## src/rtl/sounder_capture_ctrl.sv

```systemverilog
// rtl/sounder_capture_ctrl.sv - triggered snapshot capture and ready/valid readout over a dual-port RAM
// Optional macro SOUNDER_CAP_TS_EN builds a free-running cycle counter latched into cap_ts on trigger.
module sounder_capture_ctrl #(
  parameter int DWIDTH = 32,
  parameter int AWIDTH = 10
) (
  input  logic              clk,
  input  logic              rst,
  input  logic              arm,
  input  logic              abort,
  input  logic              trigger,
  input  logic [AWIDTH-1:0] cap_len,
  input  logic [DWIDTH-1:0] i_tdata,
  input  logic              i_tvalid,
  output logic [DWIDTH-1:0] o_tdata,
  output logic              o_tvalid,
  input  logic              o_tready,
  output logic              o_tlast,
  output logic              busy,
  output logic              done,
  output logic [63:0]       cap_ts,
  output logic              mem_en,
  output logic [AWIDTH-1:0] mem_w_addr,
  output logic [AWIDTH-1:0] mem_r_addr,
  output logic [DWIDTH-1:0] mem_din,
  input  logic [DWIDTH-1:0] mem_dout
);

  // Top address is a guard slot that absorbs the don't-care writes during readout.
  localparam logic [AWIDTH-1:0] GUARD = '1;
  localparam logic [AWIDTH-1:0] ONE   = AWIDTH'(1);

  typedef enum logic [1:0] {S_IDLE, S_ARMED, S_CAPTURE, S_READOUT} state_t;

  state_t            state, state_d;
  logic [AWIDTH-1:0] len, len_d;
  logic [AWIDTH-1:0] wr_cnt, wr_cnt_d;
  logic [AWIDTH-1:0] iss_cnt, iss_cnt_d;
  logic [AWIDTH-1:0] rd_cnt, rd_cnt_d;
  logic              tvalid_q, tvalid_d;
  logic              done_d;
  logic              issue;
  logic              beat;
  logic              trig_acc;

  assign o_tdata  = mem_dout;
  assign o_tvalid = tvalid_q;
  assign o_tlast  = tvalid_q && (rd_cnt == len - ONE);
  assign busy     = (state != S_IDLE);
  assign mem_din  = i_tdata;

  always_ff @(posedge clk or posedge rst) begin
    if (rst) begin
      state    <= S_IDLE;
      len      <= GUARD;
      wr_cnt   <= '0;
      iss_cnt  <= '0;
      rd_cnt   <= '0;
      tvalid_q <= 1'b0;
      done     <= 1'b0;
    end else begin
      state    <= state_d;
      len      <= len_d;
      wr_cnt   <= wr_cnt_d;
      iss_cnt  <= iss_cnt_d;
      rd_cnt   <= rd_cnt_d;
      tvalid_q <= tvalid_d;
      done     <= done_d;
    end
  end

  always_comb begin
    state_d    = state;
    len_d      = len;
    wr_cnt_d   = wr_cnt;
    iss_cnt_d  = iss_cnt;
    rd_cnt_d   = rd_cnt;
    tvalid_d   = tvalid_q;
    done_d     = 1'b0;
    mem_en     = 1'b0;
    mem_w_addr = wr_cnt;
    mem_r_addr = '0;
    issue      = 1'b0;
    beat       = 1'b0;
    trig_acc   = 1'b0;

    case (state)
      S_IDLE: begin
        if (arm) begin
          state_d  = S_ARMED;
          len_d    = ((cap_len == '0) || (cap_len == GUARD)) ? GUARD : cap_len;
          wr_cnt_d = '0;
        end
      end

      S_ARMED: begin
        if (trigger) begin
          trig_acc = 1'b1;
          state_d  = S_CAPTURE;
          // The trigger-cycle sample is the first one stored.
          if (i_tvalid) begin
            mem_en   = 1'b1;
            wr_cnt_d = ONE;
            if (len == ONE) begin
              state_d   = S_READOUT;
              iss_cnt_d = '0;
              rd_cnt_d  = '0;
            end
          end
        end
      end

      S_CAPTURE: begin
        mem_en = i_tvalid;
        if (i_tvalid) begin
          wr_cnt_d = wr_cnt + ONE;
          if (wr_cnt == len - ONE) begin
            state_d   = S_READOUT;
            iss_cnt_d = '0;
            rd_cnt_d  = '0;
          end
        end
      end

      S_READOUT: begin
        mem_w_addr = GUARD;
        mem_r_addr = iss_cnt;
        beat       = tvalid_q && o_tready;
        issue      = (iss_cnt < len) && (!tvalid_q || o_tready);
        // mem_en low on a stall keeps the RAM output register, and so o_tdata, frozen.
        if (issue) begin
          mem_en    = 1'b1;
          iss_cnt_d = iss_cnt + ONE;
          tvalid_d  = 1'b1;
        end else if (beat) begin
          tvalid_d = 1'b0;
        end
        if (beat) begin
          rd_cnt_d = rd_cnt + ONE;
          if (rd_cnt == len - ONE) begin
            state_d  = S_IDLE;
            done_d   = 1'b1;
            tvalid_d = 1'b0;
          end
        end
      end

      default: state_d = S_IDLE;
    endcase

    if (abort) begin
      state_d  = S_IDLE;
      tvalid_d = 1'b0;
      done_d   = 1'b0;
      mem_en   = 1'b0;
      trig_acc = 1'b0;
    end
  end

`ifdef SOUNDER_CAP_TS_EN
  logic [63:0] ts_cnt;

  always_ff @(posedge clk or posedge rst) begin
    if (rst) begin
      ts_cnt <= '0;
      cap_ts <= '0;
    end else begin
      ts_cnt <= ts_cnt + 64'd1;
      if (trig_acc) cap_ts <= ts_cnt;
    end
  end
`else
  assign cap_ts = '0;
`endif

endmodule

```

## config.mk

```make
export PLATFORM = sky130hd
export DESIGN_NAME = sounder_capture_ctrl
export DESIGN_NICKNAME = d
export VERILOG_FILES = /design/src/rtl/sounder_capture_ctrl.sv
export SDC_FILE = /design/constraint.sdc
export NUM_CORES = 1
export LEC_CHECK = 0
export ABC_AREA = 1
export CAP_MARGIN = 10
export CORE_ASPECT_RATIO = 1.4
export CORE_MARGIN = 4
export CORE_UTILIZATION = 39
export CTS_CLUSTER_DIAMETER = 100
export DETAILED_ROUTE_END_ITERATION = 12
export PLACE_DENSITY = 0.8
export SLEW_MARGIN = 20
export SYNTH_ARGS = -nofsm -noshare
export SYNTH_HDL_FRONTEND = slang
export SYNTH_SLANG_ARGS = --single-unit
export TNS_END_PERCENT = 20
```

## constraint.sdc

```tcl
create_clock -name clk -period 6.7 [get_ports clk]
set_input_delay 1.675 -clock clk [delete_from_list [all_inputs] [get_ports clk]]
set_output_delay 1.675 -clock clk [all_outputs]
set_load 0.01 [all_outputs]
```

* Yosys cells after proc, flatten, opt, wreduce, memory -nomap -nowiden
Cells that the tools add are included.
Storage, ports and cells: flip-flop bits (word level) 44, input bits 81, output and inout bits 153, logic and storage cells 92
Cells by class: add/sub/neg operators 4, order comparisons 1, equality and inequality tests 21, muxes and demuxes 42, reductions and logical operators 17
Operators by type and width (count):
- two-way mux 10 bit | 14
- case mux 10 bit (3 select lines) | 3
- adder 10 x 1 -> 10 bit, second input constant | 3
- == test 10 bit | 2
- inequality test 3 bit, second input constant | 6
- two-way mux 1 bit | 16
- inequality test 2 bit, second input constant | 8
- two-way mux 2 bit | 7
- AND reduction 7 bit | 2
- == test 10 x 1 -> 1 bit, second input constant | 1
- == test 10 bit, second input constant | 1
- zero test 10 bit | 1
- < comparator 10 bit | 1
- subtractor 10 x 1 -> 10 bit, second input constant | 1
- case mux 2 bit (4 select lines) | 1
- AND reduction 6 bit | 1
- nonzero test 3 bit | 2
- AND reduction 5 bit | 1
- == test 2 bit, second input constant | 2
- nonzero test 2 bit | 2
- logical AND 1 bit | 3
- case mux 1 bit (3 select lines) | 1
- == test 2 x 1 -> 1 bit, second input constant | 1
- zero test 2 bit | 1
- other kinds (3) | 4

* Longest topological paths before layout
word-level depth 8, gate-level depth with buffers 16, depth with buffers taken out 16

* Worst setup path before layout
Ideal clock, no wire load.
kind input port to output port, start point input port o_tready, end point output port mem_en, arrival 2206 ps, required time 5025 ps, path slack 2819 ps, stages on the path 6, path buffers 0, cells stage by stage inv_1 > a21oi_1 > nand2_1 > o21ai_0 > nand2_1 > nor2_1
Between the ends: word-level cells in the longest chain between the ends 5
Ends and longest elaborated chain:
- start: declaration | RTL line 17 | input logic o_tready,
- logical OR 1 bit | RTL line 129 | issue = (iss_cnt < len) && (!tvalid_q || o_tready);
- logical AND 1 bit | RTL line 129
- two-way mux 1 bit | RTL line 131 | if (issue) begin
- case mux 1 bit (3 select lines) | RTL line 87 | case (state)
- two-way mux 1 bit | RTL line 151 | if (abort) begin
- end: declaration | RTL line 22 | output logic mem_en,
Every way passes these cells.

* Final worst setup path
Ends and elaborated chain as after synthesis.

==> run_results.csv <==
group,metric,value,unit
run_status,status,"complete, no violations",
worst_setup_path,arrival,3.25,ns
logic_synthesis,synth.largest_area_cell,"buf_4",
sta,worstMarginPinSlew,1.01,ns
sta,relSlewSlack,32.7,%
logic_synthesis,synth_common_cells,"nand2_1, buf_4, inv_1, nand3_1, nor2_1",
logic_synthesis,synth_top_area_share,21.5,%
drt,vias,3833,
logic_synthesis,yosysWarnings,0,
pwr,power.switching,690,uW
cts,ctsHoldBuffers,0,
global_routing,antenna_found_initial,0,
floorplan,row_count,46,
floorplan,die_area,0.0134,mm^2
min_path,min_delay_path_depth,2,
global_routing,grt_pass1_wl,17400,um
cts,cts.sinks,44,
place,dp_slack,1.79,ns
cts,postCtsSetupRepairBufs,0,
finish,multiInputGateArea,0.00232,mm^2
pwr,p_leak,0.00227,uW
pwr,peakVddDrop,0.000140,V
logic_synthesis,synth_cell_types,36,
logic_synthesis,synth_seq_area_share,24.7,%
sta,skew,0.00827,ns
logic_synthesis,synthArstFlopShare,100,%
finish,regArea,0.00111,mm^2
logic_synthesis,synth_edf_count,0,
worst_setup_path,critPathLaunchType,"input pin",
sta,max_freq,203,MHz
drt,drtIter0Drc,219,
cts,clk_pin_slew,0.06,ns
finish,insertedDiodeCount,0,
floorplan,die-width,98.8,um
cts,cts_buffers,5,
drt,drt_wl_total,10600,um
drt,routed_via_density,4.88,
drt,route.detailed.drc,0,
pwr,comb_power_share,54.4,%
pwr,clkPwrFrac,16.9,%
sta,slew_viol_final,0,
floorplan,fp.dieH,135,um
worst_setup_path,timing.rr.start,"len[7]",
logic_synthesis,synth.most_common_cell,"nand2_1",
finish,syn_to_final_growth,-0.972,%
finish,final_cell_area,0.00446,mm^2
min_path,hp-class,"flip-flop to flip-flop",
worst_setup_path,required,5.03,ns
worst_setup_path,rr_worst_depth,12,
logic_synthesis,ys_seq_elements,44,
finish,drive_above_1_share,4.98,%
pwr,p_per_area,315,mW/mm^2
finish,fin_nets,742,
drt,ant_nets,0,
cts,htree_levels,2,
pwr,total_power,1410,uW
pwr,p_int,717,uW
logic_synthesis,synth_area,0.00451,mm^2
logic_synthesis,synth_area_leaders,"buf_4, dfrtp_1, nand2_1, nand3_1, inv_1",
sta,rsz0062_at_grt,"no",
min_path,worstHoldStart,"iss_cnt[7]",
drt,wire_per_inst,13.5,um
worst_setup_path,startpoint,"o_tready",
cts,clkLatencyLatePin,0.29,ns
cts,ctsResizeCount,0,
pwr,p_seq_share,28.7,%
cts,tritoncts,"built",
logic_synthesis,synth_cells,668,
worst_setup_path,critPathCaptureType,"output port",
place,dpl.hpwl,8430,um
logic_synthesis,synth.avg_cell_area,6.74,um^2
worst_setup_path,rrSetupSlack,3.56,ns
place,gp_congestion,0.892,
pwr,p_sw_share,49.0,%
cts,cts-root-buf,"clkbuf_16",
cts,ctsLongestPathBuffers,2,
place,place_area,0.00432,mm^2
sta,min_period,4.92,ns
sta,final-setup-viol-count,0,
finish,nFillCells,1207,
sta,timing.setup.tns,0,ns
floorplan,io_pins,234,
global_routing,first_global_vias,3659,
drt,dr.pass1.iters,4,
floorplan,core,0.0113,mm^2
worst_setup_path,path_class,"input pin to output port",
global_routing,grt_max_degree,45,
global_routing,grt_usage,16.0,%
job,drv_cap,0,
worst_setup_path,cp_max_fo,2,
sta,hold_viol_final,0,
logic_synthesis,synthFlopType,"dfrtp_1",
sta,layout_setup_ws,1.78,ns
floorplan,start_util,39.7,%
global_routing,grt_overflow,0,
place,numPortBuffers,41,
sta,min_period_over_period,73.5,%
## metrics by stage
step           hold WS (ns)  std cells  utilization, %
2_1_floorplan         0.486        731               -
3_3_place_gp          0.530        779            38.1
3_5_place_dp          0.534        779            38.1
4_1_cts               0.548        786            39.4
5_1_grt               0.595        786            39.4
6_report              0.544        786            39.4
## sequential cells by signal, summed over array words and instances, names as in the netlist
name      count
iss_cnt      10
o_tvalid      1
state         2
done          1
rd_cnt       10
len          10
wr_cnt       10
## power by group through the flow
stage,combinational (uW),clock [uW],sequential [uW]
after floorplan,648,0,389
after global placement,747,0,406
after detailed placement,764,0,408
after CTS,767,244,404
after global routing,866,257,413
final,765,238,404
## area by class of cell
class / instances / area share, %
timing repair buffer: 43 / 9.53
clock buffer: 5 / 2.80
inverter: 75 / 6.31
tap: 144 / 4.04
sequential: 44 / 25.0
multi-input combinational: 473 / 52.1
clock inverter: 2 / 0.280
## per-layer routing
metal  track usage (%)  wire length (um)
met5                 0                 0
met4              11.1               655
met3              3.09               728
met2              28.9              5440
met1              16.5              3820
## final timing paths
check | end
setup / recovery | mem_en
hold / removal | iss_cnt[7]
setup reg to reg | iss_cnt[8]
hold reg to reg | iss_cnt[7]
max in group asynchronous | rd_cnt[2]
min in group asynchronous | iss_cnt[9]
## cell families (layout without fill, tap and decap cells)
| kind of cell | count (synthesis) | count (layout) | share of synthesized area, % |
|---|---|---|---|
| compound gates | 45 | 45 | 6.00 |
| fa+ha+maj | 19 | 19 | 5.28 |
| simple gates | 329 | 329 | 31.9 |
| flops | 44 | 44 | 24.7 |
| buf+inv | 214 | 125 | 29.0 |
| other cells | 1 | 64 | 0.0832 |
| xor+xnor | 16 | 16 | 3.11 |
## cell usage in the layout, fill, tap and decap left out, types with 19 or more instances in the layout
cell type        instances
nand2_1                160
nand3_1                 72
inv_1                   71
conb_1                  64
nor2_1                  56
clkdlybuf4s50_1         41
dfrtp_1                 34
o21ai_0                 19
ha_1                    19
## critical path, stage by stage
cell and delay, ns:
clkdlybuf4s50_1 0.47, inv_1 0.06, a21oi_1 0.19, nand2_1 0.06, o21ai_0 0.09, nand2_1 0.07
nor2_1 0.09, clkdlybuf4s50_1 0.54
No activity file was read; power rests on OpenSTA's default activity.
